### src/rtl/mix_columns_seq.sv
// Column-serial AES MixColumns stage: one state per handshake, one column per clock,
// with a final-round bypass of identical latency. Byte (col,row) sits at bits [127-8*(4*col+row) -: 8].
module mix_columns_seq (
  input  logic         clk,
  input  logic         rst,
  input  logic         in_valid,
  output logic         in_ready,
  input  logic [127:0] in_state,
  input  logic         in_last,
  output logic         out_valid,
  input  logic         out_ready,
  output logic [127:0] out_state
);

  typedef enum logic [1:0] {
    IDLE = 2'd0,
    BUSY = 2'd1,
    DONE = 2'd2
  } state_t;

  state_t       state_q, state_d;
  logic [127:0] work_q;
  logic         last_q;
  logic [1:0]   col_q;
  logic         accept;
  logic [31:0]  col_in;
  logic [31:0]  col_new;

  function automatic logic [7:0] xtime(input logic [7:0] b);
    return {b[6:0], 1'b0} ^ (b[7] ? 8'h1b : 8'h00);
  endfunction

  // Column word is {row0, row1, row2, row3}, row 0 in the top byte.
  function automatic logic [31:0] mix_column(input logic [31:0] c);
    logic [7:0] a0, a1, a2, a3;
    logic [7:0] r0, r1, r2, r3;
    a0 = c[31:24];
    a1 = c[23:16];
    a2 = c[15:8];
    a3 = c[7:0];
    r0 = xtime(a0) ^ xtime(a1) ^ a1 ^ a2 ^ a3;
    r1 = a0 ^ xtime(a1) ^ xtime(a2) ^ a2 ^ a3;
    r2 = a0 ^ a1 ^ xtime(a2) ^ xtime(a3) ^ a3;
    r3 = xtime(a0) ^ a0 ^ a1 ^ a2 ^ xtime(a3);
    return {r0, r1, r2, r3};
  endfunction

  // Held in reset, the stage must not advertise readiness even though it sits in IDLE.
  assign in_ready  = rst & ((state_q == IDLE) | ((state_q == DONE) & out_ready));
  assign accept    = in_valid & in_ready;
  assign out_valid = (state_q == DONE);
  assign out_state = work_q;

  // NOTE: every signal assigned in an always_comb gets a default first, so no path can infer a latch.
  always_comb begin
    col_in = work_q[127:96];
    unique case (col_q)
      2'd0: col_in = work_q[127:96];
      2'd1: col_in = work_q[95:64];
      2'd2: col_in = work_q[63:32];
      2'd3: col_in = work_q[31:0];
    endcase
  end

  // The bypass rewrites the column with itself so the final round keeps the same timing.
  assign col_new = last_q ? col_in : mix_column(col_in);

  always_comb begin
    state_d = state_q;
    unique case (state_q)
      IDLE: if (accept) state_d = BUSY;
      BUSY: if (col_q == 2'd3) state_d = DONE;
      DONE: begin
        if (out_ready) state_d = in_valid ? BUSY : IDLE;
      end
      default: state_d = IDLE;
    endcase
  end

  // NOTE: sequential state uses non-blocking assignments so every register samples pre-edge values.
  // NOTE: the working register is reset too, because it drives out_state directly and must read zero in reset.
  always_ff @(posedge clk or negedge rst) begin
    if (!rst) begin
      state_q <= IDLE;
      work_q  <= '0;
      last_q  <= 1'b0;
      col_q   <= 2'd0;
    end else begin
      state_q <= state_d;
      if (accept) begin
        work_q <= in_state;
        last_q <= in_last;
        col_q  <= 2'd0;
      end else if (state_q == BUSY) begin
        unique case (col_q)
          2'd0: work_q[127:96] <= col_new;
          2'd1: work_q[95:64]  <= col_new;
          2'd2: work_q[63:32]  <= col_new;
          2'd3: work_q[31:0]   <= col_new;
        endcase
        col_q <= col_q + 2'd1;
      end
    end
  end

endmodule
### config.mk
export PLATFORM = sky130hd
export DESIGN_NAME = mix_columns_seq
export DESIGN_NICKNAME = d
export VERILOG_FILES = /design/src/rtl/mix_columns_seq.sv
export SDC_FILE = /design/constraint.sdc
export NUM_CORES = 1
export LEC_CHECK = 0
export CAP_MARGIN = 20
export CELL_PAD_IN_SITES_DETAIL_PLACEMENT = 0
export CELL_PAD_IN_SITES_GLOBAL_PLACEMENT = 1
export CORE_ASPECT_RATIO = 0.6
export CORE_MARGIN = 2
export CORE_UTILIZATION = 30
export CTS_BUF_LIST = sky130_fd_sc_hd__clkbuf_4
export DETAILED_ROUTE_END_ITERATION = 8
export GPL_TIMING_DRIVEN = 0
export PLACE_DENSITY = 0.72
export SLEW_MARGIN = 40
export SYNTH_ARGS = -nofsm -noshare
export SYNTH_HDL_FRONTEND = slang
export SYNTH_SLANG_ARGS = --single-unit
### constraint.sdc
create_clock -name clk -period 7.21 [get_ports clk]
set_input_delay 1.442 -clock clk [delete_from_list [all_inputs] [get_ports clk]]
set_output_delay 1.442 -clock clk [all_outputs]
set_load 0.01 [all_outputs]
Yosys cells after proc, flatten, opt, wreduce, memory -nomap -nowiden
Cells that the tools add are included.
{ "classes": {"add_sub_neg": 1, "eq_ne": 8, "muxes": 19, "bitwise": 24, "n_reduce_logical": 12} }
{ "ops": {"columns": ["operator", "n"], "rows": [
  ["128-bit two-way mux", 2],
  ["32-bit two-way mux", 5],
  ["32-bit one-hot mux with 4 select lines", 1],
  ["8-bit bitwise XOR", 16],
  ["8-bit by 5-bit bitwise XOR with 8-bit output", 4],
  ["5-bit two-way mux", 4],
  ["2-bit two-way mux", 5],
  ["2-bit nonzero test", 5],
  ["2-bit AND reduction", 4],
  ["2-bit == test (second input constant)", 3],
  ["2-bit one-hot mux with 3 select lines", 1],
  ["2-bit by 1-bit == test with 1-bit output (second input constant)", 2],
  ["2-bit logical NOT", 2],
  ["2-bit != test (second input constant)", 2],
  ["1-bit bitwise AND", 3],
  ["3-bit AND reduction", 1],
  ["2-bit by 1-bit adder with 2-bit output (second input constant)", 1],
  ["2-bit by 1-bit != test with 1-bit output (second input constant)", 1],
  ["1-bit two-way mux", 1],
  ["1-bit OR", 1]
]} }
{ "totals": {"ff_bits": 133, "input_bits": 133, "output_inout_bits": 130, "elab_cells": 71} }

Depth between registers and ports, before layout
Gate-level depths: netlist of the first run.
{ "depth": {"word_depth": 12, "ltp_mapped": 12, "ltp_nobuf": 9} }

Worst setup path before layout of the first run
OpenSTA, ideal clock, no wires.
{ "synth_timing": {"path_type": "in2out", "start": "in out_ready", "end": "out in_ready", "t_arrival_ps": 1768, "slack_ps": 4000, "cell_stages": 2, "path_buffers": 0, "cell_sequence": "nand2b_1 > and3_1"} }
{ "synth_between": {"elab_chain_cells": 3} }
{ "synth_rtl": {"columns": ["item", "line", "source"], "rows": [
  ["start, declared", "11", "input logic out_ready,"],
  ["1-bit bitwise AND", "49", "assign in_ready = rst & ((state_q == IDLE) | ((state_q == DONE) & out_ready));"],
  ["1-bit OR", "49", null],
  ["1-bit bitwise AND", "49", null],
  ["end, declared", "7", "output logic in_ready,"]
]} }
Every way passes these cells.

Final worst setup path of the first run
{ "layout_timing": {"start": "in rst", "end": "out in_ready"} }
{ "layout_between": {"elab_chain_cells": 1} }
{ "layout_rtl": {"columns": ["item", "line", "source"], "rows": [
  ["start, declared", "5", "input logic rst,"],
  ["1-bit bitwise AND", "49", null]
]} }
Every way passes these cells.

==> flow_metrics.env, run 1 <==
export IMPL_outcome="finished clean"
export IMPL_r2r_end="out_state[38]"
export IMPL_dr_pass1_iters=7
export IMPL_clock_root_buffer="clkbuf_4"
export IMPL_antennaDiodeCount=0
export IMPL_ys_warn_count=0
export IMPL_yosys_area_share_adder=0.00558
export IMPL_core_area_mm2=0.0291
export IMPL_synth_xor_area_frac=0.154
export IMPL_dieHeight_um=138
export IMPL_ioPinCount=263
export IMPL_slew_violations=0
export IMPL_cts_resized=0
export IMPL_grt_pass1_wl_um=68800
export IMPL_synth_compound_area_frac=0.276
export IMPL_synth_nets=1159
export IMPL_crit_path_start="rst"
export IMPL_reg2reg_slack_ns=3.28
export IMPL_cts_buffer_depth=2
export IMPL_areaGrowthSynthToFinish_pct=39.9
export IMPL_crit_path_start_kind="input port"
export IMPL_crit_type="in -> out"
export IMPL_placementRows=48
export IMPL_cts_max_level=4
export IMPL_grt_max_degree=72
export IMPL_synthMuxAreaShare=0.0417
export IMPL_dr_first_iter_drc_count=1699
export IMPL_setup_viol=0
export IMPL_die_w_um=227
export IMPL_cp_max_fo=71
export IMPL_maxSlewHeadroom=0.352
export IMPL_routed_wl_um=48600
export IMPL_yosys_area_share_simple=0.103
export IMPL_ys_ff_latch=133
export IMPL_initial_core_util=0.309
export IMPL_grt_pass1_vias=9660
export IMPL_post_drt_wl_per_cell_um=28.0
export IMPL_grt_use_met3=0.0674
export IMPL_grt_usage=0.311
export IMPL_end_kind="primary output"
export IMPL_max_cap_violations=0
export IMPL_r2r_start="col_q[0]"
export IMPL_cts_clk_slew_worst_paths_ns=0.11
export IMPL_synth_cell_types=39
export IMPL_final_hold_viol_count=0
export IMPL_rsz0062_at_grt="false"
export IMPL_avgSynthCellArea_um2=8.78
export IMPL_grt_ovfl_total=0
export IMPL_final_area_mm2=0.0126
export IMPL_nNetsFinal=1459
export IMPL_endpoint="in_ready"
export IMPL_post_cts_buffers=0
export IMPL_dp_hpwl_um=37700
export IMPL_dpl_cell_area_mm2=0.0122
export IMPL_clock_fmax_mhz=216
export IMPL_clk_latency_ns=0.63
export IMPL_cts_made_buffers=17
export IMPL_reg2regPathDepth=9
export IMPL_cts_tree="done"
export IMPL_grtUsageMet1=0.486
export IMPL_gp_congestion=1.00
export IMPL_worstMarginPinSlew_ns=0.965
export IMPL_grt_antenna_before_repair=0
export IMPL_vias=10200
export IMPL_drive_above_1_share=0.0667
export IMPL_worstPathArrival_ns=3.18
export IMPL_period_share=0.641
export IMPL_cp_required_ns=5.77
export IMPL_syn_cell_area_mm2=0.00897
export IMPL_finClkSkew_ns=0.0393
export IMPL_ys_seq_area_frac=0.371
export IMPL_min_path_type="reg -> reg"
export IMPL_hold_buffers=0
export IMPL_dieArea_mm2=0.0314
export IMPL_synth_top_family_by_area="compound AO/OA/AOI/OAI gates"
export IMPL_drc=0
export IMPL_portBuffers=262
export IMPL_cts_sinks=133
export IMPL_synthCells=1022
export IMPL_busiest_layer="met1"
export IMPL_viasPerCell=5.87
export IMPL_grtUsageMet2=0.423
export IMPL_fin_setup_tns_ns=0
export IMPL_min_period_ns=4.62
export IMPL_ant_nets=0
-- worst max-delay path, cell delays in order --
cell and delay [ns]:
buf_8 0.38, buf_16 0.35, and3_1 0.29, clkdlybuf4s50_1 0.58
-- stage by stage --
stage	setup slack [ns]	hold WS, ns	utilization	instances
4_1_cts	2.56	0.565	0.431	1733
5_1_grt	2.42	0.600	0.432	1735
3_5_place_dp	2.39	0.536	0.421	1701
2_1_floorplan	4.00	0.543	-	1022
3_3_place_gp	-2.28	0.523	0.416	1684
6_report	2.59	0.554	0.432	1735
-- placed cells by master (no fill, tap or decap), drive strengths merged, types with 8 or more instances in the layout --
cell type,count
a222oi,30
o221ai,48
o21ai,102
xnor2,105
a22oi,44
a221oi,8
nand2,145
nor2,78
dfrtp,133
mux2i,34
clkinv,8
buf,36
xor2,49
a21oi,71
clkdlybuf4s50,261
clkbuf,95
o211ai,28
inv,11
-- registers in the layout, indices dropped and copies added (netlist names) --
register / flops
col_q: 2
last_q: 1
out_state: 128
state_q: 2
-- Yosys cell counts (all sizes together) --
cell	instances	area, um2
nor2b	2	12.5
xor2	49	429
xnor2	105	957
ha	4	50.1
a222oi	30	300
nor2	78	293
inv	11	41.3
nand3	1	5.00
nor3	1	5.00
and3	3	18.8
dfrtp	133	3330
a221o	6	60.1
a31oi	5	31.3
o211ai	28	210
a22oi	44	330
and2	5	31.3
a221oi	8	114
nand2b	2	12.5
o21ai	102	548
buf	19	121
a21oi	71	363
mux2	3	33.8
a21bo	1	10.0
a32o	1	10.0
clkbuf	74	278
a21o	3	22.5
o221ai	48	420
nand2	145	544
a22o	6	52.6
mux2i	34	340
-- cell families after synthesis --
logic type               count (synthesis)
AO/OA/AOI/OAI                          353
AND/OR/NAND/NOR                        237
flip-flops                             133
buffers and inverters                  104
XOR/XNOR                               154
adder cells (fa/ha/maj)                  4
multiplexers                            37
-- worst min path at each step --
stage | from | end | slack (ns) | cells after the start
floorplan | state_q[0] | state_q[1] | 0.54 | 3
global placement | out_state[92] | out_state[92] | 0.52 | 2
detailed placement | out_state[92] | out_state[92] | 0.54 | 2
CTS | out_state[92] | out_state[92] | 0.57 | 2
global route | out_state[92] | out_state[92] | 0.60 | 2
finish | out_state[86] | out_state[86] | 0.55 | 2
-- routing by layer --
metal / share of wire / vias up
met5: 0 / -
met4: 0.020 / 0
met3: 0.12 / 63
met2: 0.39 / 717
met1: 0.47 / 5076
li1: - / 4331
-- area by class of cell --
cell class | count | area, um2
plain buffers | 93 | 402
clock buffers | 19 | 143
clock inverters | 13 | 163
fillers | 2973 | 16500
inverters | 11 | 41.3
multi-input cells | 785 | 5230
flip-flops and latches | 133 | 3330
well taps | 400 | 500
repair buffers | 281 | 2750
Power of run 1 is left out: the tool's default activity adds up to more than one toggle a clock period on the data nets, which glitch-free logic cannot reach.
==> run 2: changes to the inputs <==
--- a/config.mk
+++ b/config.mk
@@ -14,7 +14,7 @@
 export CTS_BUF_LIST = sky130_fd_sc_hd__clkbuf_4
 export DETAILED_ROUTE_END_ITERATION = 8
 export GPL_TIMING_DRIVEN = 0
-export PLACE_DENSITY = 0.72
+export PLACE_DENSITY = 0.75
 export SLEW_MARGIN = 40
 export SYNTH_ARGS = -nofsm -noshare
 export SYNTH_HDL_FRONTEND = slang
==> constraint.sdc (replaced) <==
create_clock -name clk -period 3.8 [get_ports clk]
set_input_delay 0.76 -clock clk [delete_from_list [all_inputs] [get_ports clk]]
set_output_delay 0.76 -clock clk [all_outputs]
set_load 0.01 [all_outputs]
==> run 2 against run 1 <==
- global-route usage is 0.28 points higher
- via count is essentially flat
- design area barely moved
- setup slack worse by 2.5 ns
- first-iteration DRC count shrank 7.7%
- sequential cell count did not move
- critical path type is now reg -> reg
==> flow_metrics.env, run 2 (synthesis results as in run 1) <==
export IMPL_max_cap_violations=0
export IMPL_nNetsFinal=1460
export IMPL_cts_max_level=4
export IMPL_areaGrowthSynthToFinish_pct=39.9
export IMPL_slew_violations=0
export IMPL_r2r_end="out_state[14]"
export IMPL_setup_viol=0
export IMPL_met3_length_um=5850
export IMPL_clock_fmax_mhz=268
export IMPL_final_common_cell="clkdlybuf4s50_1"
export IMPL_drive_above_1_share=0.0773
export IMPL_cts_buffer_depth=2
export IMPL_largest_reg_flops=128
export IMPL_reg2reg_slack_ns=0.06
export IMPL_portBuffers=262
export IMPL_seqCellArea_mm2=0.00333
export IMPL_dieArea_mm2=0.0314
export IMPL_end_kind="flop"
export IMPL_worst_path_max_delay_cell="a222oi_1"
export IMPL_fillers=2918
export IMPL_final_hold_viol_count=0
export IMPL_core_area_mm2=0.0291
export IMPL_grt_pass1_vias=9636
export IMPL_multi_input_area_mm2=0.00529
export IMPL_die_w_um=227
export IMPL_vias=10200
export IMPL_path_cells="inv_1 > ha_1 > buf_2 > buf_2 > a222oi_1 > xor2_1 > o21ai_1 > xor2_1 > xnor2_1 > a221o_1"
export IMPL_finClkSkew_ns=0.0261
export IMPL_dpl_cell_area_mm2=0.0122
export IMPL_min_path_type="in -> async"
export IMPL_rsz0062_at_grt="false"
export IMPL_cp_max_fo=10
export IMPL_cts_clk_slew_worst_paths_ns=0.12
export IMPL_maxSlewHeadroom=0.373
export IMPL_cts_tree="done"
export IMPL_r2r_start="col_q[0]"
export IMPL_ant_nets=0
export IMPL_cts_sinks=133
export IMPL_outcome="finished clean"
export IMPL_min_period_ns=3.74
export IMPL_critPathMaxStageDelay_ns=0.76
export IMPL_grt_ovfl_total=0
export IMPL_worstPathArrival_ns=4.27
export IMPL_dp_hpwl_um=38200
export IMPL_post_drt_wl_per_cell_um=28.6
export IMPL_route_met2_wl_um=19600
export IMPL_antennaDiodeCount=0
export IMPL_initial_core_util=0.309
export IMPL_period_share=0.983
export IMPL_clk_latency_ns=0.62
export IMPL_wl_met1_um=23400
export IMPL_grt_antenna_before_repair=1
export IMPL_final_area_mm2=0.0126
export IMPL_worstMarginPinSlew_ns=0.940
export IMPL_grt_max_degree=69
export IMPL_reg2regPathDepth=10
export IMPL_crit_type="reg -> reg"
export IMPL_viasPerCell=5.87
export IMPL_dr_pass1_iters=6
export IMPL_ioPinCount=263
export IMPL_drc=0
export IMPL_routed_wl_um=49600
export IMPL_dieHeight_um=138
export IMPL_placementRows=48
export IMPL_crit_path_start_kind="flop"
export IMPL_hold_buffers=0
export IMPL_layout_common_cells="clkdlybuf4s50_1 (261), nand2_1 (145), dfrtp_1 (133), xnor2_1 (93), nor2_1 (75)"
export IMPL_cp_required_ns=4.34
export IMPL_utilization=0.432
export IMPL_grt_pass1_wl_um=69200
export IMPL_gp_congestion=1.00
export IMPL_top_layer="met4"
export IMPL_dr_first_iter_drc_count=1568
export IMPL_clock_root_buffer="clkbuf_4"
export IMPL_grt_usage=0.314
export IMPL_cts_made_buffers=17
## run 2: cell count changes in the layout (fill, tap and decap cells not counted), moves of 2 or more
cell | previous run | this run
clkbuf_2 | 4 | 12
clkbuf_1 | 72 | 65
xnor2_1 | 98 | 93
xnor2_2 | 7 | 12
bufinv_16 | 4 | 1
clkbuf_4 | 19 | 22
buf_2 | 18 | 16
clkinv_1 | 4 | 2
## run 2: per-layer routing
metal / vias up / track usage
met2: 669 / 0.426
met4: 0 / 0.0672
li1: 4308 / -
met5: - / 0
met1: 5152 / 0.487
met3: 49 / 0.0822
## run 2: stage by stage
| stage | hold WS (ns) | TNS (ns) | cells | worst slack (ns) |
|---|---|---|---|---|
| after floorplan | 0.464 | 0 | 1022 | 1.14 |
| after global placement | 0.525 | -1126.51 | 1684 | -5.03 |
| after detailed placement | 0.536 | -0.0323 | 1702 | -0.0120 |
| after global routing | 0.130 | 0 | 1733 | 0.0290 |
| final | 0.0874 | 0 | 1733 | 0.0645 |
| after CTS | 0.115 | 0 | 1731 | 0.0456 |
## run 2: worst max-delay path by stage
stage | startpoint | endpoint | slack [ns] | depth (start not counted)
2_1_floorplan | col_q[0] | out_state[78] | 1.14 | 10
3_3_place_gp | rst | out_state[30] | -5.03 | 7
3_5_place_dp | col_q[0] | out_state[15] | -0.01 | 8
4_1_cts | col_q[0] | out_state[103] | 0.05 | 13
5_1_grt | col_q[0] | out_state[104] | 0.03 | 10
6_report | col_q[0] | out_state[14] | 0.06 | 10
## run 2: layout make-up
| type | count | share of cell area |
|---|---|---|
| multi-input combinational | 785 | 0.422 |
| sequential | 133 | 0.265 |
| timing repair buffer | 282 | 0.219 |
| tap | 400 | 0.0399 |
| buffer | 93 | 0.0328 |
| clock buffer | 22 | 0.0132 |
| clock inverter | 7 | 0.00478 |
| inverter | 11 | 0.00329 |
## run 2: what timing repair did
action                                  in CTS  in global routing
buffers inserted                             0                  0
endpoints found under the setup margin      10                 35
hold endpoints to repair                     0                  0
resized for setup                            2                 12
## run 2: worst max-delay path, delay by kind of cell (launching register included)
kind / cells / cell delay [ns]
XOR/XNOR: 3 / 0.85
adder cells (fa/ha/maj): 1 / 0.19
AO/OA/AOI/OAI: 3 / 1.56
buffers and inverters: 3 / 0.62
flip-flops: 1 / 0.43
Power of run 2 is left out for the same reason.
==> run 3: changes to the inputs <==
--- a/config.mk
+++ b/config.mk
@@ -10,11 +10,11 @@
 export CELL_PAD_IN_SITES_GLOBAL_PLACEMENT = 1
 export CORE_ASPECT_RATIO = 0.6
 export CORE_MARGIN = 2
-export CORE_UTILIZATION = 30
+export CORE_UTILIZATION = 33
 export CTS_BUF_LIST = sky130_fd_sc_hd__clkbuf_4
 export DETAILED_ROUTE_END_ITERATION = 8
 export GPL_TIMING_DRIVEN = 0
-export PLACE_DENSITY = 0.75
+export PLACE_DENSITY = 0.81
 export SLEW_MARGIN = 40
 export SYNTH_ARGS = -nofsm -noshare
 export SYNTH_HDL_FRONTEND = slang
==> constraint.sdc (replaced) <==
create_clock -name clk -period 3.8 [get_ports clk]
set_input_delay 0.38 -clock clk [delete_from_list [all_inputs] [get_ports clk]]
set_output_delay 0.38 -clock clk [all_outputs]
set_load 0.01 [all_outputs]
==> run 3 against run 2 <==
- fmax shrank 1.1%
- largest cell class unchanged
- worst hold slack gained 0.22 ns
- sequential share of layout area shrank 0.050 points
- critical path depth grew 2
==> flow_metrics.env, run 3 (synthesis results as in run 1) <==
export IMPL_outcome="finished clean"
export IMPL_vias=10200
export IMPL_die_w_um=217
export IMPL_final_cell_count_no_fill=1700
export IMPL_cts_max_level=4
export IMPL_grt_antenna_before_repair=0
export IMPL_final_area_mm2=0.0126
export IMPL_ant_nets=0
export IMPL_crit_path_start_kind="flop"
export IMPL_largest_reg_flops=128
export IMPL_setup_viol=0
export IMPL_dpl_cell_area_mm2=0.0122
export IMPL_post_drt_wl_per_cell_um=28.0
export IMPL_dieHeight_um=132
export IMPL_grt_pass1_wl_um=68200
export IMPL_cts_buffer_depth=2
export IMPL_placementRows=46
export IMPL_cts_clk_slew_worst_paths_ns=0.13
export IMPL_max_cap_violations=0
export IMPL_min_path_type="in -> async"
export IMPL_cp_common_cell="buf_2"
export IMPL_r2r_end="out_state[16]"
export IMPL_crit_type="reg -> reg"
export IMPL_dr_pass1_iters=7
export IMPL_drive_above_1_share=0.0732
export IMPL_reg2regPathDepth=12
export IMPL_ioPinCount=263
export IMPL_cp_num_buf_inv=4
export IMPL_seqCellArea_mm2=0.00333
export IMPL_slew_violations=0
export IMPL_worst_path_max_delay_cell="xnor2_1"
export IMPL_initial_core_util=0.337
export IMPL_fillers=2663
export IMPL_maxSlewHeadroom=0.348
export IMPL_critPathMaxStageDelay_ns=0.77
export IMPL_core_area_mm2=0.0266
export IMPL_cts_tree="done"
export IMPL_final_hold_viol_count=0
export IMPL_worstMarginPinSlew_ns=0.970
export IMPL_routed_wl_um=47700
export IMPL_end_kind="flop"
export IMPL_holdWs_ns=0.305
export IMPL_min_period_ns=3.78
export IMPL_worstPathArrival_ns=4.29
export IMPL_fin_setup_tns_ns=0
export IMPL_layout_common_cells="clkdlybuf4s50_1 (261), nand2_1 (145), dfrtp_1 (133), xnor2_1 (96), nor2_1 (74)"
export IMPL_grt_usage=0.329
export IMPL_grt_max_degree=70
export IMPL_grt_pass1_vias=9746
export IMPL_cp_required_ns=4.32
export IMPL_portBuffers=262
export IMPL_dp_cells=1661
export IMPL_viasPerCell=5.97
export IMPL_gp_congestion=0.994
export IMPL_reg2reg_slack_ns=0.02
export IMPL_cp_max_fo=10
export IMPL_clk_latency_ns=0.61
export IMPL_dieArea_mm2=0.0286
export IMPL_nNetsFinal=1464
export IMPL_finClkSkew_ns=0.0266
export IMPL_period_share=0.994
export IMPL_dp_hpwl_um=36900
export IMPL_rsz0062_at_grt="false"
export IMPL_clock_root_buffer="clkbuf_4"
export IMPL_final_common_cell="clkdlybuf4s50_1"
export IMPL_cts_sinks=133
export IMPL_path_cells="inv_1 > ha_1 > buf_2 > buf_2 > a222oi_1 > buf_2 > a21oi_1 > xor2_1 > xnor2_1 > xnor2_1 > nand2_1 > o211ai_1"
export IMPL_dr_first_iter_drc_count=1655
export IMPL_cts_made_buffers=17
export IMPL_areaGrowthSynthToFinish_pct=40.2
export IMPL_multi_input_area_mm2=0.00527
export IMPL_grt_ovfl_total=0
export IMPL_drc=0
export IMPL_cp_top_family="XOR/XNOR gates"
export IMPL_r2r_start="col_q[0]"
export IMPL_clock_fmax_mhz=265
-- run 3: cell count changes in the layout (fill, tap and decap cells not counted), sizes merged --
cell           previous run  this run
buf                      35        39
bufinv                    1         4
clkbuf                   99        95
clkdlybuf4s15             1         0
clkinv                    5         7
clkinvlp                  1         2
diode                     0         1
dlygate4sd3               0         1
-- run 3: final cells by class --
type	instances	share of cell area
multi-input cells	785	0.419
flip-flops and latches	133	0.265
repair buffers	286	0.221
well taps	360	0.0358
plain buffers	93	0.0323
clock inverters	13	0.0130
clock buffers	18	0.0107
inverters	11	0.00328
diodes	1	0.000199
-- run 3: worst register-to-register path, cell delays in order (launching register included) --
cell and delay [ns]:
dfrtp_1 0.44, inv_1 0.10, ha_1 0.14, buf_2 0.26, buf_2 0.46, a222oi_1 0.16
buf_2 0.22, a21oi_1 0.52, xor2_1 0.23, xnor2_1 0.10, xnor2_1 0.77, nand2_1 0.14
o211ai_1 0.14
-- run 3: worst max path at each step --
| stage | start | endpoint | slack [ns] | cells after the start |
|---|---|---|---|---|
| finish | col_q[0] | out_state[16] | 0.02 | 12 |
| global route | col_q[1] | out_state[96] | 0.03 | 10 |
| CTS | col_q[0] | out_state[18] | 0.06 | 8 |
| detailed placement | col_q[0] | out_state[87] | -0.13 | 11 |
| global placement | rst | out_state[30] | -4.48 | 7 |
| floorplan | col_q[0] | out_state[78] | 1.14 | 10 |
-- run 3: per-stage QoR --
stage | setup slack (ns) | utilization
2_1_floorplan | 1.14 | -
3_3_place_gp | -4.48 | 0.453
3_5_place_dp | -0.133 | 0.458
4_1_cts | 0.0640 | 0.470
5_1_grt | 0.0282 | 0.473
6_report | 0.0231 | 0.473
-- run 3: repair_timing --
action                                 CTS  global route
pin swaps                                0             3
hold buffers                             1             0
endpoints found under the hold margin   66             0
resized for setup                        2             8
buffers inserted                         0             3
setup endpoints to repair                6            34
-- run 3: per-layer routing --
metal,global-route usage,vias to the layer above,wire [um]
li1,-,4328,-
met1,0.510,4998,21800
met2,0.439,770,18700
met3,0.0985,56,6470
met4,0.0753,0,727
met5,0,-,0
Power of run 3 is left out for the same reason.
